### src/rtl/axi_write_scheduler.sv
// Write-transaction scheduler for two AXI masters and six slaves, with an internal DECERR default slave.
// Optional stall timeout is built when AXI_WR_TIMEOUT_EN is defined.
module axi_write_scheduler #(
    parameter int ADDR_W         = 32,
    parameter int TIMEOUT_CYCLES = 1024
) (
    input  logic              clk,
    input  logic              rst,
    input  logic              awvalid_m1,
    input  logic [ADDR_W-1:0] awaddr_m1,
    input  logic              awvalid_m2,
    input  logic [ADDR_W-1:0] awaddr_m2,
    input  logic              awready_sel,
    input  logic              wvalid,
    input  logic              wready_sel,
    input  logic              wlast,
    input  logic              bvalid_sel,
    input  logic              bready,
    output logic [1:0]        grant,
    output logic [5:0]        slave_sel,
    output logic [1:0]        phase,
    output logic              dflt_awready,
    output logic              dflt_wready,
    output logic              dflt_bvalid,
    output logic [1:0]        dflt_bresp,
    output logic              timeout_err
);
    // state    | meaning
    // ST_IDLE  | no transaction, arbitrating requests
    // ST_AW    | waiting for the address handshake
    // ST_W     | data burst until the wlast beat is accepted
    // ST_B     | waiting for the write response handshake
    typedef enum logic [1:0] {
        ST_IDLE = 2'd0,
        ST_AW   = 2'd1,
        ST_W    = 2'd2,
        ST_B    = 2'd3
    } state_t;

    state_t      state, state_nxt;
    logic [1:0]  grant_nxt;
    logic [5:0]  sel_nxt;
    logic        decerr, decerr_nxt;
    logic [1:0]  last_grant, last_nxt;
    logic [1:0]  req, pick;
    logic [ADDR_W-1:0] pick_addr;
    logic [6:0]  pick_dec;
    logic        awvalid_g, aw_hs, w_hs, b_hs;
    logic        timeout_hit;

    // Returns {decerr, one-hot slave select}; ranges are inclusive.
    function automatic logic [6:0] decode(input logic [ADDR_W-1:0] addr);
        logic [63:0] a;
        a = 64'(addr);
        if (a <= 64'h0000_3FFF)                              return 7'b0_000001;
        if (a >= 64'h0001_0000 && a <= 64'h0001_FFFF)       return 7'b0_000010;
        if (a >= 64'h0002_0000 && a <= 64'h0002_FFFF)       return 7'b0_000100;
        if (a >= 64'h1002_0000 && a <= 64'h1002_03FF)       return 7'b0_001000;
        if (a >= 64'h1001_0000 && a <= 64'h1001_03FF)       return 7'b0_010000;
        if (a >= 64'h2000_0000 && a <= 64'h201F_FFFF)       return 7'b0_100000;
        return 7'b1_000000;
    endfunction

    assign req       = {awvalid_m2, awvalid_m1};
    assign pick      = (&req) ? (last_grant[0] ? 2'b10 : 2'b01) : req;
    assign pick_addr = pick[1] ? awaddr_m2 : awaddr_m1;
    assign pick_dec  = decode(pick_addr);

    assign phase        = state;
    assign dflt_awready = (state == ST_AW) && decerr;
    assign dflt_wready  = (state == ST_W)  && decerr;
    assign dflt_bvalid  = (state == ST_B)  && decerr;
    assign dflt_bresp   = dflt_bvalid ? 2'b11 : 2'b00;

    assign awvalid_g = (grant[0] & awvalid_m1) | (grant[1] & awvalid_m2);
    assign aw_hs     = awvalid_g & (awready_sel | dflt_awready);
    assign w_hs      = (state == ST_W) & wvalid & (wready_sel | dflt_wready);
    assign b_hs      = (bvalid_sel | dflt_bvalid) & bready;

    always_comb begin
        state_nxt  = state;
        grant_nxt  = grant;
        sel_nxt    = slave_sel;
        decerr_nxt = decerr;
        last_nxt   = last_grant;
        case (state)
            ST_IDLE: begin
                if (|req) begin
                    state_nxt  = ST_AW;
                    grant_nxt  = pick;
                    sel_nxt    = pick_dec[5:0];
                    decerr_nxt = pick_dec[6];
                end
            end
            ST_AW: if (aw_hs) state_nxt = ST_W;
            ST_W:  if (w_hs && wlast) state_nxt = ST_B;
            ST_B: begin
                if (b_hs) begin
                    state_nxt  = ST_IDLE;
                    last_nxt   = grant;
                    grant_nxt  = 2'b00;
                    sel_nxt    = 6'b0;
                    decerr_nxt = 1'b0;
                end
            end
            default: state_nxt = ST_IDLE;
        endcase
        // A timeout abandons the transaction without crediting it to the arbiter.
        if (timeout_hit) begin
            state_nxt  = ST_IDLE;
            grant_nxt  = 2'b00;
            sel_nxt    = 6'b0;
            decerr_nxt = 1'b0;
            last_nxt   = last_grant;
        end
    end

    always_ff @(posedge clk or negedge rst) begin
        if (!rst) begin
            state      <= ST_IDLE;
            grant      <= 2'b00;
            slave_sel  <= 6'b0;
            decerr     <= 1'b0;
            last_grant <= 2'b10;
        end else begin
            state      <= state_nxt;
            grant      <= grant_nxt;
            slave_sel  <= sel_nxt;
            decerr     <= decerr_nxt;
            last_grant <= last_nxt;
        end
    end

`ifdef AXI_WR_TIMEOUT_EN
    logic [15:0] stall_cnt;

    assign timeout_hit = (state != ST_IDLE) && (stall_cnt == 16'(TIMEOUT_CYCLES - 1));

    always_ff @(posedge clk or negedge rst) begin
        if (!rst) begin
            stall_cnt   <= 16'd0;
            timeout_err <= 1'b0;
        end else begin
            timeout_err <= timeout_hit;
            if (state == ST_IDLE || state_nxt != state || w_hs)
                stall_cnt <= 16'd0;
            else
                stall_cnt <= stall_cnt + 16'd1;
        end
    end
`else
    assign timeout_hit = 1'b0;
    assign timeout_err = 1'b0;
`endif

endmodule

### config.mk
export PLATFORM = sky130hd
export DESIGN_NAME = axi_write_scheduler
export DESIGN_NICKNAME = d
export VERILOG_FILES = /design/src/rtl/axi_write_scheduler.sv
export SDC_FILE = /design/constraint.sdc
export NUM_CORES = 1
export LEC_CHECK = 0
export ABC_CLOCK_PERIOD_IN_PS = 2300
export BUFFER_PORTS_ARGS = -buffer_cell sky130_fd_sc_hd__buf_2
export CORE_MARGIN = 1.5
export CORE_UTILIZATION = 38
export DETAILED_ROUTE_END_ITERATION = 16
export HOLD_SLACK_MARGIN = 0.1
export PLACE_DENSITY = 0.81
export SETUP_SLACK_MARGIN = 0.2
export SLEW_MARGIN = 5
export SYNTH_ARGS = -nofsm -noshare
export SYNTH_HDL_FRONTEND = slang
export SYNTH_SLANG_ARGS = --single-unit
### constraint.sdc
create_clock -name clk -period 2.3 [get_ports clk]
set_input_delay 0.23 -clock clk [delete_from_list [all_inputs] [get_ports clk]]
set_output_delay 0.23 -clock clk [all_outputs]
set_load 0.02 [all_outputs]
==> results of run 1 <==
[cells in the final DEF (no fill, tap or decap), types with 2 or more instances in the layout]
master,n
buf_2,68
or3_1,2
o32a_1,2
ha_1,5
nor4_1,5
a21oi_1,2
nand2b_1,2
o21ai_1,4
dfrtp_1,12
and2_1,4
nand4_1,3
inv_1,5
nand2_1,15
o21ai_0,2
o211ai_1,3
mux2_2,2
clkbuf_4,3
o31ai_1,4
nor4b_1,2
nor3_1,6
nor2_1,7
[routing by layer]
metal | vias up | track usage (%) | wire length, um
met1 | 568 | 23.5 | 1080
met3 | 2 | 0.269 | 257
met5 | - | 0 | 0
met2 | 81 | 39.9 | 1570
li1 | 585 | - | -
met4 | 0 | 8.13 | 19
[state kept, by name, indices dropped and copies added, names as in the netlist]
register    flops
last_grant      1
phase           2
decerr          1
slave_sel       6
grant           2
[metrics by stage]
stage | cell area [um2] | util (%) | hold slack [ns] | cells
6_report | 1420 | 56.3 | 0.263 | 215
5_1_grt | 1420 | 56.3 | 0.271 | 215
4_1_cts | 1410 | 56.0 | 0.256 | 215
3_5_place_dp | 1370 | 54.2 | 0.116 | 210
3_3_place_gp | 1370 | 54.2 | 0.115 | 210
2_1_floorplan | 1030 | - | -0.0656 | 117
[timing repair]
item                                    4_1_cts  5_1_grt
buffers inserted                              0        0
endpoints found under the hold margin        12        0
endpoints found under the setup margin        0        1
hold buffers                                  1        0
gates resized for setup                       0        2
[power breakdown]
part | internal, W | switching (W)
Combinational | 0.000257 | 0.000360
Clock | 0.0000960 | 0.0000625
Sequential | 0.000263 | 0.0000562
[final cells by class]
type / instances / area, um2
fill: 233 / 1100
multi-input combinational: 94 / 668
timing repair buffer: 70 / 358
sequential: 12 / 300
tap: 30 / 37.5
clock buffer: 4 / 36.3
inverter: 5 / 18.8
[critical path, stage by stage (launching register included)]
cell     delay, ns
dfrtp_1       0.41
inv_1         0.11
ha_1          0.23
nor3b_2       0.17
a211o_2       0.40
buf_4         0.19
o41ai_1       0.31
[kinds of logic (layout without fill, tap and decap cells)]
| kind of cell | Yosys count | in the layout | share of synthesized area, % |
|---|---|---|---|
| adder cells (fa/ha/maj) | 5 | 5 | 6.09 |
| AO/OA/AOI/OAI | 31 | 31 | 24.9 |
| AND/OR/NAND/NOR | 54 | 54 | 29.8 |
| buffers and inverters | 11 | 79 | 6.33 |
| other | 1 | 1 | 0.365 |
| flip-flops | 12 | 12 | 29.2 |
| multiplexers | 3 | 3 | 3.29 |
[path summary, 6_finish.rpt]
kind                                     startpoint  depth (start not counted)                        to
setup / recovery               phase[0]$_DFFE_PN0P_                          6      grant[0]$_DFFE_PN0P_
hold / removal                           awvalid_m1                          3      grant[0]$_DFFE_PN0P_
setup reg to reg               phase[0]$_DFFE_PN0P_                          6      grant[0]$_DFFE_PN0P_
hold reg to reg            slave_sel[3]$_DFFE_PN0P_                          2  slave_sel[3]$_DFFE_PN0P_
max in group asynchronous                       rst                          2      phase[1]$_DFFE_PN0P_
min in group asynchronous                       rst                          2  slave_sel[1]$_DFFE_PN0P_
==> out/qor.yml, run 1 <==
pwr:
  p_leak_nw: 0.687
  vdd_drop_max_v: 0.000568
  p_total_w: 0.00109
  powerDensity_nw_per_um2: 772
critical_path:
  rrSetupSlack_ns: 0.38
  endpoint_kind: "flop"
  required_ns: 2.45
  cp_max_fo: 9
  path_class: "flop to flop"
  crit_arrival_ns: 2.07
  start_kind: "flop"
logic_synthesis:
  ys_seq_area_share_pct: 29.2
  synthTopCellsByArea: "dfrtp_1 (29%), ha_1 (6.1%), nand2_1 (5.5%)"
  synthTopCellsByCount: "nand2_1 (15), dfrtp_1 (12), nor2_1 (7), nor3_1 (6)"
  avgSynthCellArea_um2: 8.78
  yosysWarningCount: 0
  synth-main-ff-cell: "dfrtp_1"
  synthCells: 117
  ys_seq_elements: 12
  synthesis.nets: 196
  async_flop_share_pct: 100
  syn_area_um2: 1030
  synth-edff-count: 0
  synth_top_cell_by_area: "dfrtp_1"
  synth_top_cell_area_share_pct: 29.2
  ys_types: 46
  yosysMostFrequentCell: "nand2_1"
status:
  status: "finished, final reports clean"
global_routing:
  grt_pass1_wl_um: 4530
  grt_overflow: 0
  grt_pass1_vias: 1141
  antenna_found_initial: 0
  grt_use_total_pct: 20.5
  grt_max_degree: 13
die:
  core_area_um2: 2520
  initial_core_util_pct: 40.7
  floorplan.die.height_um: 55.0
  placementRows: 18
  io_pins: 90
  dieWidth_um: 55.0
  die_area_um2: 3020
sta:
  fin_crit_ns: 1.92
  maxSlewViolCount: 0
  setup_viol: 0
  rsz0062_at_grt: "no"
  fin_worst_skew_ns: 0.00131
  fin_crit_sh_pct: 83.6
  hold_viol_final: 0
  setup_slack_ns: 0.378
  setup-tns-final_ns: 0
  clock.fmax_mhz: 520
routing:
  routed_wl_um: 2930
  drtPass1Iterations: 4
  vias_per_cell: 5.75
  drc_errors: 0
  wl_per_cell_um: 13.6
  via_count: 1236
  ant_nets: 0
  drt_iter0_drc: 20
job:
  max_cap_viol_count: 0
clock_network:
  clkSinkCount: 12
  ctsHtreeMaxLevel: 1
  clock_latency_ns: 0.26
  clock_path_buffers: 2
  cts_made_buffers: 3
  cts_tree: "yes"
  cts_root_buffer: "clkbuf_4"
  clk_pin_slew_ns: 0.07
finish:
  n_antenna_cell: 0
  fin_nets: 265
  syn_to_final_growth_pct: 38.1
  drive_gt1_share_pct: 44.9
placement:
  place_ws_ns: 0.375
  gp_congestion: 0.792
  dp_hpwl_um: 2490
  portBuffers: 68
hold_path:
  hold_path.class: "primary input to flop"
No activity file was read; power rests on OpenSTA's default activity.
==> run 2: changes to the inputs <==
--- a/config.mk
+++ b/config.mk
@@ -5,7 +5,7 @@
 export SDC_FILE = /design/constraint.sdc
 export NUM_CORES = 1
 export LEC_CHECK = 0
-export ABC_CLOCK_PERIOD_IN_PS = 2300
+export ABC_CLOCK_PERIOD_IN_PS = 1800
 export BUFFER_PORTS_ARGS = -buffer_cell sky130_fd_sc_hd__buf_2
 export CORE_MARGIN = 1.5
 export CORE_UTILIZATION = 38
==> constraint.sdc (replaced) <==
create_clock -name clk -period 1.8 [get_ports clk]
set_input_delay 0.18 -clock clk [delete_from_list [all_inputs] [get_ports clk]]
set_output_delay 0.18 -clock clk [all_outputs]
set_load 0.02 [all_outputs]
==> run 2 against run 1 <==
First-iteration DRC count increased by 35%. Via count decreased by 2.7%. Core utilization increased by 4.1 points. Sequential power increased by 30%. Worst setup slack got worse by 0.27 ns. Flip-flop and latch count unchanged. Critical path depth unchanged.
==> out/qor.yml, run 2 (synthesis results as in run 1) <==
finish:
  regMostFlops: "slave_sel"
  drive_gt1_share_pct: 53.4
  mostFrequentLayoutCells: "buf_2 (67), nand2_1 (14), dfrtp_1 (10)"
  n_antenna_cell: 0
  syn_to_final_growth_pct: 48.1
  largest_reg_flops: 6
  fin_nets: 271
  final_cells: 221
  final_common_cell: "buf_2"
placement:
  gp_congestion: 0.809
  dp.cells: 210
  dp_hpwl_um: 2340
  portBuffers: 68
clock_network:
  clk_pin_slew_ns: 0.07
  clock_latency_ns: 0.26
  clock_path_buffers: 2
  cts_tree: "yes"
  cts_made_buffers: 3
  cts_root_buffer: "clkbuf_4"
  ctsHtreeMaxLevel: 1
  clkSinkCount: 12
sta:
  maxSlewViolCount: 0
  setup-tns-final_ns: 0
  hold_viol_final: 0
  clock.fmax_mhz: 592
  setup_viol: 0
  fin_crit_sh_pct: 93.9
  fin_worst_skew_ns: 0.000450
  fin_crit_ns: 1.69
  rsz0062_at_grt: "yes"
routing:
  maxUsedRoutingLayer: "met4"
  routed-wl-met2_um: 1470
  wl_met1_um: 1160
  via_count: 1203
  ant_nets: 0
  wl_per_cell_um: 13.1
  drc_errors: 0
  drt_iter0_drc: 27
  vias_per_cell: 5.44
  routed_wl_um: 2890
  met3_length_um: 235
  drtPass1Iterations: 4
global_routing:
  grt_pass1_vias: 1116
  grt_pass1_wl_um: 4380
  grt_max_degree: 13
  grt_use_total_pct: 19.7
  antenna_found_initial: 0
  grt_overflow: 0
pwr:
  sw_frac_of_total_pct: 41.5
  pwr-share-comb_pct: 62.0
  pwr-share-seq_pct: 25.4
  p_leak_nw: 0.723
  powerDensity_nw_per_um2: 1080
  p_total_w: 0.00164
  p_switching_w: 0.000680
  internal-power_w: 0.000958
  vdd_drop_max_v: 0.000732
  p_clk_share_pct: 12.6
critical_path:
  crit_arrival_ns: 1.84
  cp_max_fo: 4
  path_class: "flop to flop"
  endpoint_kind: "flop"
  required_ns: 1.95
  start_kind: "flop"
die:
  floorplan.die.height_um: 55.0
  die_area_um2: 3020
  initial_core_util_pct: 40.7
  dieWidth_um: 55.0
  core_area_um2: 2520
  placementRows: 18
  io_pins: 90
status:
  status: "finished, final reports clean"
job:
  max_cap_viol_count: 0
hold_path:
  hold_path.class: "primary input to flop"
-- run 2: cell types whose count changed in the layout (fill, tap and decap cells not counted), sizes merged --
cell	before	now
buf	69	75
-- run 2: cell type report --
cell class | count | area, um2
Sequential cell | 12 | 303
Tap cell | 30 | 37.5
Timing Repair Buffer | 76 | 405
Multi-Input combinational cell | 94 | 721
Inverter | 5 | 18.8
Clock buffer | 4 | 36.3
Fill cell | 235 | 1000
-- run 2: what timing repair did --
item                                    4_1_cts  5_1_grt
hold buffers                                  1        0
buffers inserted                              5        1
hold endpoints to repair                     12        0
endpoints found under the setup margin        8       11
pin swaps                                     1        0
gates resized for setup                       6        3
cloned                                        0        0
-- run 2: metal layers --
metal,track usage [%],vias up
met2,39.7,62
met4,6.10,0
li1,-,596
met3,0.806,2
met1,21.6,543
met5,0,-
-- run 2: per-stage QoR --
| step | utilization (%) | hold slack [ns] | worst slack [ns] | area (um2) |
|---|---|---|---|---|
| 2_1_floorplan | - | -0.116 | 0.114 | 1060 |
| 3_3_place_gp | 55.4 | 0.0619 | 0.0977 | 1400 |
| 3_5_place_dp | 55.4 | 0.0701 | 0.0255 | 1400 |
| 4_1_cts | 59.6 | 0.234 | 0.138 | 1500 |
| 5_1_grt | 60.3 | 0.262 | 0.0357 | 1520 |
| 6_report | 60.3 | 0.242 | 0.110 | 1520 |
-- run 2: worst paths after layout --
| kind | depth (start not counted) | from | slack, ns | end |
|---|---|---|---|---|
| max | 6 | phase[1]$_DFFE_PN0P_ | 0.11 | phase[1]$_DFFE_PN0P_ |
| max in group asynchronous | 2 | rst | 1.26 | phase[1]$_DFFE_PN0P_ |
| min in group asynchronous | 2 | rst | 0.31 | slave_sel[4]$_DFFE_PN0P_ |
| min | 3 | awvalid_m1 | 0.24 | grant[0]$_DFFE_PN0P_ |
| max reg2reg | 6 | phase[1]$_DFFE_PN0P_ | 0.11 | phase[1]$_DFFE_PN0P_ |
| min reg2reg | 2 | slave_sel[2]$_DFFE_PN0P_ | 0.48 | slave_sel[2]$_DFFE_PN0P_ |
-- run 2: power groups by stage --
stage / logic [W] / clock network, W / registers, W
floorplan: 0.000561 / 0 / 0.000456
global placement: 0.000767 / 0 / 0.000416
detailed placement: 0.000802 / 0 / 0.000428
CTS: 0.000978 / 0.000214 / 0.000417
global route: 0.00112 / 0.000224 / 0.000427
finish: 0.00102 / 0.000207 / 0.000416
-- run 2: worst max-delay path, cell delays in order, from the launching register on --
cell and delay, ns:
dfrtp_2 0.39, inv_2 0.07, ha_4 0.17, nor3b_4 0.15, a221o_1 0.30, a21oi_2 0.18
mux2_4 0.32
==> run 3: changes to the inputs <==
--- a/config.mk
+++ b/config.mk
@@ -5,10 +5,11 @@
 export SDC_FILE = /design/constraint.sdc
 export NUM_CORES = 1
 export LEC_CHECK = 0
+export ABC_AREA = 1
 export ABC_CLOCK_PERIOD_IN_PS = 1800
 export BUFFER_PORTS_ARGS = -buffer_cell sky130_fd_sc_hd__buf_2
 export CORE_MARGIN = 1.5
-export CORE_UTILIZATION = 38
+export CORE_UTILIZATION = 42
 export DETAILED_ROUTE_END_ITERATION = 16
 export HOLD_SLACK_MARGIN = 0.1
 export PLACE_DENSITY = 0.81
==> run 3 against run 2 <==
Sequential share of layout area fell by 4.8 points. Area after synthesis rose by 27%. Core utilization up 6.5 points. Clock-buffer cell count unchanged. Die area is 14% higher. Largest power group unchanged.
==> out/qor.yml, run 3 <==
placement:
  portBuffers: 68
  dp.cells: 304
  gp_congestion: 0.820
  postPlaceCellArea_um2: 1680
  dp_hpwl_um: 2420
finish:
  final_cells: 318
  final_common_cell: "buf_2"
  syn_to_final_growth_pct: 53.4
  mostFrequentLayoutCells: "buf_2 (68), nand2_1 (51), inv_1 (27)"
  n_antenna_cell: 0
  regMostFlops: "slave_sel"
  fin_nets: 365
  fin_area_um2: 2010
  largest_reg_flops: 6
  drive_gt1_share_pct: 51.2
critical_path:
  crit_family: "simple AND/OR/NAND/NOR gates"
  crit_top_cell: "nand2_4"
  start_kind: "flop"
  path_buf_inv: 2
  slowest_delay_ns: 0.38
  path_class: "flop to flop"
  crit_chain: "inv_2 -> nand2_4 -> nand2_8 -> buf_12 -> nand2_4 -> nand2_4 -> nand3_4 -> nor2_4 -> nand3_1 -> nand3_2 -> nor2_1 -> nand3_1 -> nand2_1"
  rrSetupSlack_ns: 0.13
  required_ns: 1.97
  cp_max_fo: 8
  slowest_stage: "dfrtp_1"
  crit_arrival_ns: 1.84
  endpoint_kind: "flop"
clock_network:
  ctsHtreeMaxLevel: 1
  clock_latency_ns: 0.27
  clock_path_buffers: 2
  cts_root_buffer: "clkbuf_4"
  clk_pin_slew_ns: 0.08
  clkSinkCount: 12
  cts_made_buffers: 3
  cts_tree: "yes"
die:
  floorplan.die.height_um: 58.8
  core_area_um2: 3000
  dieWidth_um: 58.8
  initial_core_util_pct: 43.5
  io_pins: 90
  placementRows: 20
  die_area_um2: 3460
global_routing:
  grt_pass1_vias: 1347
  antenna_found_initial: 0
  grt_use_total_pct: 19.1
  grt_max_degree: 13
  grt_pass1_wl_um: 5230
  grt_overflow: 0
logic_synthesis:
  yosysWarningCount: 0
  avgSynthCellArea_um2: 6.35
  synth_top_cell_area_share_pct: 23.0
  yosysMostFrequentCell: "nand2_1"
  synthCells: 206
  async_flop_share_pct: 100
  ys_types: 28
  synthesis.nets: 285
  synthTopCellsByCount: "nand2_1 (62), inv_1 (32), nor2_1 (17), nand2_2 (15), nand3_1 (15)"
  synth-main-ff-cell: "dfrtp_1"
  syn_area_um2: 1310
  ys_seq_area_share_pct: 23.0
  synthTopCellsByArea: "dfrtp_1 (23%), nand2_1 (18%), inv_1 (9.2%)"
  synth-edff-count: 0
  ys_seq_elements: 12
  synth_top_cell_by_area: "dfrtp_1"
status:
  status: "finished, final reports clean"
hold_path:
  hold_path.class: "primary input to flop"
pwr:
  vdd_drop_max_v: 0.000501
  sw_frac_of_total_pct: 47.6
  p_leak_nw: 1.11
  internal-power_w: 0.000939
  p_switching_w: 0.000854
  pwr-share-comb_pct: 65.6
  pwr-share-seq_pct: 22.4
  powerDensity_nw_per_um2: 894
  p_clk_share_pct: 12.1
sta:
  fin_worst_skew_ns: 0.000972
  rsz0062_at_grt: "yes"
  fin_crit_sh_pct: 92.6
  clock.fmax_mhz: 600
  hold_viol_final: 0
  setup-tns-final_ns: 0
  fin_crit_ns: 1.67
  setup_viol: 0
  maxSlewViolCount: 0
routing:
  maxUsedRoutingLayer: "met4"
  ant_nets: 0
  vias_per_cell: 4.92
  routed_wl_um: 3550
  via_count: 1566
  wl_per_cell_um: 11.2
  met3_length_um: 238
  drc_errors: 0
  wl_met1_um: 1540
  routed-wl-met2_um: 1710
  drtPass1Iterations: 4
  drt_iter0_drc: 55
job:
  max_cap_viol_count: 0
==> run 3: changes by cell type in the layout (fill, tap and decap cells not counted), sizes merged, moves of 3 or more <==
cell / change
a21oi: +3
and2: -4
buf: +3
inv: +28
mux2: -3
nand2: +65
nand3: +20
nand3b: +3
nor2: +13
nor3: -3
nor4: -7
o21ai: +7
o31ai: -4
==> run 3: repair_timing <==
item                                    CTS  global route
endpoints found under the setup margin    9            11
resized for setup                        12            36
hold buffers                              1             0
pin swaps                                 4            13
buffers inserted                          4             3
hold endpoints to repair                 12             0
cloned                                    0             2
==> run 3: worst register-to-register path, delay by kind of cell, from the launching register on <==
kind | cells | cell delay [ns]
buffers and inverters | 2 | 0.24
flip-flops | 1 | 0.38
AND/OR/NAND/NOR | 11 | 0.94
==> run 3: layout make-up <==
type	count	area, um2
Multi-Input combinational cell	156	1030
Fill cell	245	997
Timing Repair Buffer	80	474
Sequential cell	12	303
Inverter	33	124
Tap cell	33	41.3
Clock buffer	4	36.3
==> run 3: power by group through the flow <==
stage | combinational [W] | clock, W | sequential, W
floorplan | 0.000626 | 0 | 0.000439
global placement | 0.000886 | 0 | 0.000400
detailed placement | 0.000902 | 0 | 0.000400
CTS | 0.00100 | 0.000220 | 0.000396
global route | 0.00130 | 0.000239 | 0.000410
finish | 0.00118 | 0.000216 | 0.000401
==> run 3: path summary, 6_finish.rpt <==
| check | start | endpoint | cells after the start |
|---|---|---|---|
| setup / recovery | last_grant[0]$_DFFE_PN0P_ | decerr$_DFFE_PN0P_ | 13 |
| hold / removal | awvalid_m1 | grant[0]$_DFFE_PN0P_ | 3 |
| setup reg to reg | last_grant[0]$_DFFE_PN0P_ | decerr$_DFFE_PN0P_ | 13 |
| hold reg to reg | slave_sel[5]$_DFFE_PN0P_ | slave_sel[5]$_DFFE_PN0P_ | 2 |
| max in group asynchronous | rst | phase[1]$_DFFE_PN0P_ | 2 |
| min in group asynchronous | rst | last_grant[0]$_DFFE_PN0P_ | 2 |
==> run 3: metal layers <==
layer	vias to the layer above	global-route usage [%]
li1	809	-
met3	8	4.84
met1	688	23.5
met4	0	4.22
met2	61	33.5
met5	-	0
==> run 3: per-stage QoR <==
step | worst slack [ns] | hold slack (ns) | util, % | total power (W)
floorplan | 0.215 | -0.116 | - | 0.00106
global placement | 0.121 | 0.0707 | 55.9 | 0.00129
detailed placement | 0.0900 | 0.0723 | 55.9 | 0.00130
CTS | 0.170 | 0.254 | 59.9 | 0.00162
global route | 0.0358 | 0.294 | 66.8 | 0.00195
finish | 0.134 | 0.269 | 66.8 | 0.00179
==> run 3: cell families after synthesis <==
logic type	after synthesis	share of synthesized area (%)
buffers and inverters	39	13.8
flip-flops	12	23.0
AND/OR/NAND/NOR	126	47.1
other	1	0.287
adder cells (fa/ha/maj)	5	4.78
AO/OA/AOI/OAI	23	11.1
